**config.mk**
```make
export PLATFORM = sky130hd
export DESIGN_NAME = mmu_axi_rd_arbiter
export DESIGN_NICKNAME = d
export VERILOG_FILES = /design/src/rtl/mmu_axi_pkg.sv /design/src/rtl/mmu_axi_rd_arbiter.sv
export SDC_FILE = /design/constraint.sdc
export NUM_CORES = 1
export LEC_CHECK = 0
export BUFFER_PORTS_ARGS = -buffer_cell sky130_fd_sc_hd__buf_2
export CAP_MARGIN = 20
export CORE_MARGIN = 1.5
export CORE_UTILIZATION = 35
export DETAILED_ROUTE_END_ITERATION = 12
export PLACE_DENSITY = 0.76
export SYNTH_ARGS = -nofsm -noshare
export SYNTH_HDL_FRONTEND = slang
export SYNTH_SLANG_ARGS = --single-unit
```
**constraint.sdc**
```tcl
create_clock -name clk -period 2.1 [get_ports clk]
set_clock_uncertainty 0.1 [all_clocks]
set_input_delay 0.105 -clock clk [delete_from_list [all_inputs] [get_ports clk]]
set_output_delay 0.105 -clock clk [all_outputs]
set_load 0.05 [all_outputs]
```
**src/rtl/mmu_axi_pkg.sv**
```systemverilog
// Shared types for the MMU AXI read arbiter: FSM states, AR field bundle, AXI encodings.
// Latency: n/a (types, constants and a pure function only).
// Backpressure: n/a.
package mmu_axi_pkg;

    typedef enum logic [2:0] {
        IDLE = 3'd0,
        AR_D = 3'd1,
        AR_I = 3'd2,
        R_D  = 3'd3,
        R_I  = 3'd4
    } arb_state_t;

    localparam logic [1:0] AXI_BURST_FIXED = 2'b00;
    localparam logic [1:0] AXI_BURST_INCR  = 2'b01;
    localparam logic [7:0] AXI_LEN_CACHED  = 8'd15;
    localparam logic [2:0] AXI_SIZE_WORD   = 3'b010;

    typedef struct packed {
        logic [31:0] addr;
        logic [7:0]  len;
        logic [2:0]  size;
        logic [1:0]  burst;
    } ar_req_t;

    // Cached reads are 16-beat word INCR bursts (one cache line); uncached
    // reads are single beats. Only the data side may pick a narrower size.
    function automatic ar_req_t build_ar(input logic [31:0] addr,
                                         input logic        uncached,
                                         input logic        is_data,
                                         input logic [2:0]  size);
        ar_req_t r;
        r.addr  = addr;
        r.len   = uncached ? 8'd0 : AXI_LEN_CACHED;
        r.burst = uncached ? AXI_BURST_FIXED : AXI_BURST_INCR;
        r.size  = (uncached && is_data) ? size : AXI_SIZE_WORD;
        return r;
    endfunction

endpackage

```
**src/rtl/mmu_axi_rd_arbiter.sv**
```systemverilog
// Arbitrates inst/data read requesters onto one AXI read channel, one burst in flight.
// Latency: arvalid one cycle after the request is sampled; next arvalid two cycles after rlast.
// Backpressure: arvalid held with stable fields until arready; rready high only in R states.
//
// Ports: clk/rst (async active-low); i_* inst requester; d_* data requester;
// ar*/r* AXI read address and read data handshake signals.
// Optional: define ARB_STARVE_GUARD_EN to let a waiting inst request win after
// STARVE_LIMIT consecutive data grants; otherwise data has strict priority.
module mmu_axi_rd_arbiter
    import mmu_axi_pkg::*;
#(
    parameter int STARVE_LIMIT = 4
) (
    input  logic        clk,
    input  logic        rst,
    // inst requester
    input  logic        i_valid,
    input  logic [31:0] i_addr,
    input  logic        i_uncached,
    output logic        i_ok,
    output logic        i_rvalid,
    output logic        i_rlast,
    // data requester
    input  logic        d_valid,
    input  logic [31:0] d_addr,
    input  logic        d_uncached,
    input  logic [2:0]  d_size,
    output logic        d_ok,
    output logic        d_rvalid,
    output logic        d_rlast,
    // AXI read address channel
    output logic [31:0] araddr,
    output logic [7:0]  arlen,
    output logic [2:0]  arsize,
    output logic [1:0]  arburst,
    output logic        arvalid,
    input  logic        arready,
    // AXI read data channel (payload is routed outside this block)
    input  logic        rvalid,
    input  logic        rlast,
    output logic        rready
);

    if (STARVE_LIMIT < 1) begin : g_limit_check
        $error("STARVE_LIMIT must be at least 1");
    end

    arb_state_t state_q, state_d;
    ar_req_t    ar_q;
    logic       grant_d, grant_i;
    logic       starve_hit;

`ifdef ARB_STARVE_GUARD_EN
    localparam int CNT_W = $clog2(STARVE_LIMIT + 1);

    logic [CNT_W-1:0] starve_q;

    assign starve_hit = (starve_q >= CNT_W'(STARVE_LIMIT));

    // Counts data grants that overtook a waiting inst request; any inst grant
    // clears it. Increments stop once the limit is reached.
    always_ff @(posedge clk or negedge rst) begin
        if (!rst) begin
            starve_q <= '0;
        end else if (grant_i) begin
            starve_q <= '0;
        end else if (grant_d && i_valid && !starve_hit) begin
            starve_q <= starve_q + CNT_W'(1);
        end
    end
`else
    assign starve_hit = 1'b0;
`endif

    always_comb begin
        state_d  = state_q;
        grant_d  = 1'b0;
        grant_i  = 1'b0;
        arvalid  = 1'b0;
        rready   = 1'b0;
        i_ok     = 1'b0;
        d_ok     = 1'b0;
        i_rvalid = 1'b0;
        i_rlast  = 1'b0;
        d_rvalid = 1'b0;
        d_rlast  = 1'b0;
        case (state_q)
            IDLE: begin
                if (d_valid && !(i_valid && starve_hit)) begin
                    grant_d = 1'b1;
                    state_d = AR_D;
                end else if (i_valid) begin
                    grant_i = 1'b1;
                    state_d = AR_I;
                end
            end
            // Requester valid is not looked at here: once issued, AR cannot be withdrawn.
            AR_D: begin
                arvalid = 1'b1;
                if (arready) begin
                    d_ok    = 1'b1;
                    state_d = R_D;
                end
            end
            AR_I: begin
                arvalid = 1'b1;
                if (arready) begin
                    i_ok    = 1'b1;
                    state_d = R_I;
                end
            end
            R_D: begin
                rready   = 1'b1;
                d_rvalid = rvalid;
                d_rlast  = rlast;
                if (rvalid && rlast) begin
                    state_d = IDLE;
                end
            end
            R_I: begin
                rready   = 1'b1;
                i_rvalid = rvalid;
                i_rlast  = rlast;
                if (rvalid && rlast) begin
                    state_d = IDLE;
                end
            end
            default: state_d = IDLE;
        endcase
    end

    always_ff @(posedge clk or negedge rst) begin
        if (!rst) begin
            state_q <= IDLE;
        end else begin
            state_q <= state_d;
        end
    end

    // AR fields are captured only on the grant edge so they stay frozen for
    // the whole address phase regardless of what the requester does.
    always_ff @(posedge clk or negedge rst) begin
        if (!rst) begin
            ar_q <= '0;
        end else if (grant_d) begin
            ar_q <= build_ar(d_addr, d_uncached, 1'b1, d_size);
        end else if (grant_i) begin
            ar_q <= build_ar(i_addr, i_uncached, 1'b0, 3'b000);
        end
    end

    assign araddr  = ar_q.addr;
    assign arlen   = ar_q.len;
    assign arsize  = ar_q.size;
    assign arburst = ar_q.burst;

endmodule

```
==> results of run 1 <==
## state kept, by name (all words and copies together) (netlist names)
| name | cells |
|---|---|
| araddr | 32 |
| arlen | 1 |
| arsize | 3 |
| state_q | 3 |
## cell usage in the layout (no fill, tap or decap), types with 3 or more instances in the layout
cell,synthesis,layout
clkbuf_8,0,6
nand2_1,3,3
and2_1,3,3
buf_2,3,123
nor2_1,5,5
and3_1,34,34
conb_1,1,5
a221o_1,32,32
dlygate4sd3_1,0,38
buf_4,9,5
dfrtp_1,39,39
a21oi_1,4,4
inv_1,3,3
## critical path, delay by kind of cell (launching register included)
| family | cells | cell delay (ps) |
|---|---|---|
| DFF | 1 | 520 |
| AOI/OAI and AO/OA | 2 | 730 |
| and+or+nand+nor | 1 | 290 |
## final timing paths
check,startpoint,endpoint,slack [ps],cells past startpoint
max in group asynchronous,rst,araddr[14]$_DFFE_PN0P_,990,2
worst min register to register,araddr[18]$_DFFE_PN0P_,araddr[18]$_DFFE_PN0P_,410,1
worst min-delay path,d_addr[10],araddr[10]$_DFFE_PN0P_,40,3
worst max register to register,state_q[0]$_DFFE_PN0P_,araddr[21]$_DFFE_PN0P_,320,3
min in group asynchronous,rst,araddr[29]$_DFFE_PN0P_,370,2
worst max-delay path,state_q[0]$_DFFE_PN0P_,araddr[21]$_DFFE_PN0P_,320,3
## stage by stage
stage	hold WS (ps)	setup WS (ps)	utilization [%]
floorplan	-290.6	46.26	-
global placement	153.4	398.3	48.53
detailed placement	166.6	322.2	48.53
CTS	34.38	308.6	58.10
global route	44.29	200.1	58.10
finish	44.77	321.5	58.10
## area by class of cell
| class | count | area share [%] |
|---|---|---|
| repair buffers | 166 | 34.17 |
| well taps | 70 | 2.896 |
| clock inverters | 2 | 1.158 |
| flip-flops and latches | 39 | 32.27 |
| clock buffers | 6 | 2.731 |
| multi-input cells | 108 | 26.40 |
| inverters | 3 | 0.3724 |
## power groups by stage
| stage | registers [uW] | logic [uW] | clock network (uW) |
|---|---|---|---|
| 2_1_floorplan | 2440 | 1330 | 0 |
| 3_3_place_gp | 1370 | 2950 | 0 |
| 3_5_place_dp | 1380 | 2990 | 0 |
| 4_1_cts | 1370 | 3040 | 664 |
| 5_1_grt | 1420 | 3180 | 703 |
| 6_report | 1380 | 3030 | 645 |
## per-layer routing
metal | part of all wire [%] | global-route usage, % | up-vias
met1 | 42 | 22.48 | 925
met5 | 0 | 0 | -
met2 | 50 | 34.39 | 103
met4 | 0.77 | 4.364 | 0
li1 | - | - | 947
met3 | 7.2 | 5.000 | 6
## cells by family after synthesis
kind of cell / share of synthesized area (%)
and+or+nand+nor: 18.32
AOI/OAI and AO/OA: 21.38
other: 0.1947
DFF: 50.68
xor gates and xnor gates: 0.4549
buffers and inverters: 8.966
==> results.toml, run 1 <==
[power]
p_leak_uw = 0.001670
peakVddDrop_uv = 1089
p_total_uw = 5058
power.net_switching_uw = 2672
p_int_uw = 2386
pwr-share-seq_pct = 27.3
pwr-share-comb_pct = 60.0
p_per_area_mw_per_mm2 = 1673
swShare_pct = 52.83
clock_power_share_pct = 12.7

[final_layout]
antenna_cells = 0
multi_input_area_um2 = 798.3
final_cell_count_no_fill = 394
n_fill_cell = 446
fin_nets = 399
final_area_mm2 = 0.003024
seqCellArea_um2 = 975.9
drive_gt1_share_pct = 43.83
syn_to_final_growth_pct = 57.05

[die]
core_area_mm2 = 0.005205
die_w_um = 77.18
fp.dieH_um = 77.18
die_area_mm2 = 0.005956
io-pin-count = 129
rows = 26
start_util_pct = 37.00

[global_routing]
overflow = 0
grt_pass1_wl_um = 9018
antenna_found_initial = 0
grt_use_total_pct = 19.08
grt_pass1_vias = 1887
grt_max_degree = 40

[drt]
ant_nets = 0
num_vias = 1981
vias_per_cell = 5.028
routed_wl_um = 5720
drcViolationCount = 0
wire_per_inst_um = 14.52
drt_iter0_drc = 80
first_pass_iters = 4

[timing]
slew_violations = 0
setup_viol = 0
rsz0062_at_grt = "false"
max_freq_mhz = 562.3
maxSlewHeadroom_pct = 39.29
fin_crit_sh_pct = 84.69
min_period_ps = 1779
fin_tns_setup_ps = 0
hold_viol = 0
tightest_slew_ps = 907.2

[worst_setup_path]
crit_slowest_cell = "dfrtp_1"
crit_chain = "nor3_4, o21ai_4, a221o_1"
critPathLaunchType = "flop"
crit_type = "reg -> reg"
slowest_delay_ps = 520
critPathCaptureType = "flop"
arrival_ps = 1840
crit_path_max_fanout = 35
cp.required_ps = 2170

[synth]
synth_cells = 171
synth_common_cells = "dfrtp_1 (39), and3_1 (34), a221o_1 (32)"
yosys_warnings = 0
syn_area_mm2 = 0.001926
ys_top_cells_by_area = "dfrtp_1 (51%), a221o_1 (17%), and3_1 (11%)"
synthFlopType = "dfrtp_1"
ys_types = 30
synth-edff-count = 0
ys_seq_area_share_pct = 50.68
async_flop_share_pct = 100.0
yosysTopAreaCell = "dfrtp_1"
syn_avg_cell_area_um2 = 11.26
synth.most_common_cell = "dfrtp_1"
synth_top_area_share_pct = 50.68
ys_seq_elements = 39

[clocking]
postCtsSetupBuffers = 0
cts_tree = "yes"
cts-hold-fix-buffers = 38
numCtsBuffers = 5
clock-sinks = 39
cts_resized = 0
htree_levels = 2
clk_path_buf_depth = 2
insertion_delay_ps = 280
cts_root_buf = "clkbuf_8"
clkSlewWorstSetupHoldPaths_ps = 80

[status]
status = "finished, final reports clean"

[place]
placed_cell_area_mm2 = 0.002526
placedCellCount = 348
io_buffers = 123
dp_hpwl_um = 3576
gp_congestion = 0.6889

[run]
maxCapViolCount = 0

[hold_path]
min_path_type = "in -> reg"
(Power assumes the default switching activity.)
==> run 2, diff against run 1 <==
Clock period 2.1 ns to 1.69 ns, I/O delays scaled along.
==> run 2 against run 1 <==
  * Die area did not move
  * Flip-flop and latch count did not move
  * Sequential share of layout area fell by 0.24 points
  * Critical endpoint is now araddr[26]$_DFFE_PN0P_
  * Via count up 0.81%
  * Final cell count rose by 0.76%
  * Total power grew 22%
  * Utilization rose by 0.50 points
  * Maximum frequency up 9.6%
  * Non-clock buffer count up 4
==> results.toml, run 2 (same netlist as run 1, synthesis figures left out) <==
[status]
status = "finished, final reports clean"

[clocking]
cts_tree = "yes"
numCtsBuffers = 5
htree_levels = 2
insertion_delay_ps = 280
postCtsSetupBuffers = 0
clk_path_buf_depth = 2
clkSlewWorstSetupHoldPaths_ps = 70
clock-sinks = 39
cts_root_buf = "clkbuf_8"

[power]
p_int_uw = 2861
power.net_switching_uw = 3310
pwr-share-comb_pct = 63.2
p_per_area_mw_per_mm2 = 2023
p_leak_uw = 0.001676
clock_power_share_pct = 10.1
swShare_pct = 53.63
peakVddDrop_uv = 1257
pwr-share-seq_pct = 26.7

[die]
rows = 26
core_area_mm2 = 0.005205
start_util_pct = 37.00
die_w_um = 77.18
die_area_mm2 = 0.005956
fp.dieH_um = 77.18
io-pin-count = 129

[timing]
fin_crit_sh_pct = 96.06
slew_violations = 0
maxSlewHeadroom_pct = 38.38
rsz0062_at_grt = "true"
max_freq_mhz = 616.0
setup_viol = 0
finalHoldWorstSlack_ps = 24.87
hold_viol = 0
tightest_slew_ps = 920.8
min_period_ps = 1623

[global_routing]
grt_max_degree = 36
grt_pass1_vias = 1961
grt_pass1_wl_um = 9204
antenna_found_initial = 0
overflow = 0
grt_use_total_pct = 19.34

[worst_setup_path]
critPathCaptureType = "flop"
slowest_delay_ps = 440
r2r-end = "araddr[26]$_DFFE_PN0P_"
arrival_ps = 1690
crit_path_max_fanout = 35
crit_chain = "nor3_4, o21ai_4, a221o_1"
crit_buf_inv = 0
crit_type = "reg -> reg"
cp.required_ps = 1750
crit_slowest_cell = "a221o_1"
cpLargestDelayFamily = "compound AO/OA/AOI/OAI gates"
r2r-start = "state_q[2]$_DFFE_PN0P_"
r2r_setup_slack_ps = 70
critPathLaunchType = "flop"
ff2ff_path_depth = 3

[place]
io_buffers = 123
dp_hpwl_um = 3715
placedCellCount = 352
gp_congestion = 0.7333

[hold_path]
hold_end = "state_q[2]$_DFFE_PN0P_"
hold_start = "rlast"
min_path_type = "in -> reg"
whs_path_depth = 4

[final_layout]
seqCellArea_um2 = 977.2
multi_input_area_um2 = 805.8
largest_reg_flops = 32
n_fill_cell = 454
drive_gt1_share_pct = 45.26
antenna_cells = 0
fin_nets = 403
mostFrequentLayoutCells = "buf_2 (119), dfrtp_1 (38), dlygate4sd3_1 (38)"
final_cell_count_no_fill = 397
syn_to_final_growth_pct = 58.41
layout_commonest_cell = "buf_2"

[drt]
first_pass_iters = 4
vias_per_cell = 5.030
drcViolationCount = 0
ant_nets = 0
routed_wl_um = 5699
wire_per_inst_um = 14.36
num_vias = 1997
drt_iter0_drc = 73

[run]
maxCapViolCount = 0
run 2: worst max path at each step:
stage                                start                     end  cells after the start
floorplan           state_q[2]$_DFFE_PN0P_                    d_ok                      2
global placement    state_q[2]$_DFFE_PN0P_   arsize[1]$_DFFE_PN0P_                      4
detailed placement  state_q[2]$_DFFE_PN0P_  araddr[13]$_DFFE_PN0P_                      3
CTS                 state_q[1]$_DFFE_PN0P_                 d_rlast                      5
global route        state_q[2]$_DFFE_PN0P_   arsize[1]$_DFFE_PN0P_                      4
finish              state_q[2]$_DFFE_PN0P_  araddr[26]$_DFFE_PN0P_                      3
run 2: worst register-to-register path, cell delays in order (launching register included):
cell and delay (ps):
dfrtp_1 420, nor3_4 250, o21ai_4 280, a221o_1 460
run 2: area by class of cell:
cell class | count | area share, %
Sequential cell | 39 | 32.03
Clock buffer | 6 | 2.707
Tap cell | 70 | 2.871
Inverter | 3 | 0.3692
Clock inverter | 1 | 0.1641
Timing Repair Buffer | 170 | 35.44
Multi-Input combinational cell | 108 | 26.42
run 2: power groups by stage:
stage	combinational, uW	clock (uW)	sequential [uW]
6_report	3900	623	1650
5_1_grt	4100	685	1700
4_1_cts	3890	643	1640
3_5_place_dp	3820	0	1640
3_3_place_gp	3750	0	1650
2_1_floorplan	1660	0	3030
run 2: timing repair:
action                                 CTS  global route
gates resized for setup                  0            10
setup endpoints to repair                0             6
endpoints found under the hold margin   59             0
hold buffers                            38             0
run 2: per-layer routing:
metal  part of all wire, %  GRT usage [%]  vias to the layer above  wire (um)
li1                      -              -                      952          -
met3                   6.6          5.119                        6        377
met4                  0.81          4.727                        0         46
met2                    48          32.89                       84       2737
met5                     0              0                        -          0
met1                    45          24.38                      955       2537
run 2: through the flow:
step | TNS [ps] | util [%] | worst slack [ps] | total power (uW) | cell area (um2)
2_1_floorplan | -105.6 | - | -105.6 | 4689 | 1952
3_3_place_gp | 0 | 49.21 | 119.8 | 5396 | 2561
3_5_place_dp | 0 | 49.21 | 66.46 | 5463 | 2561
4_1_cts | 0 | 58.20 | 11.46 | 6166 | 3029
5_1_grt | -16.24 | 58.61 | -15.87 | 6490 | 3050
6_report | 0 | 58.61 | 66.52 | 6171 | 3050
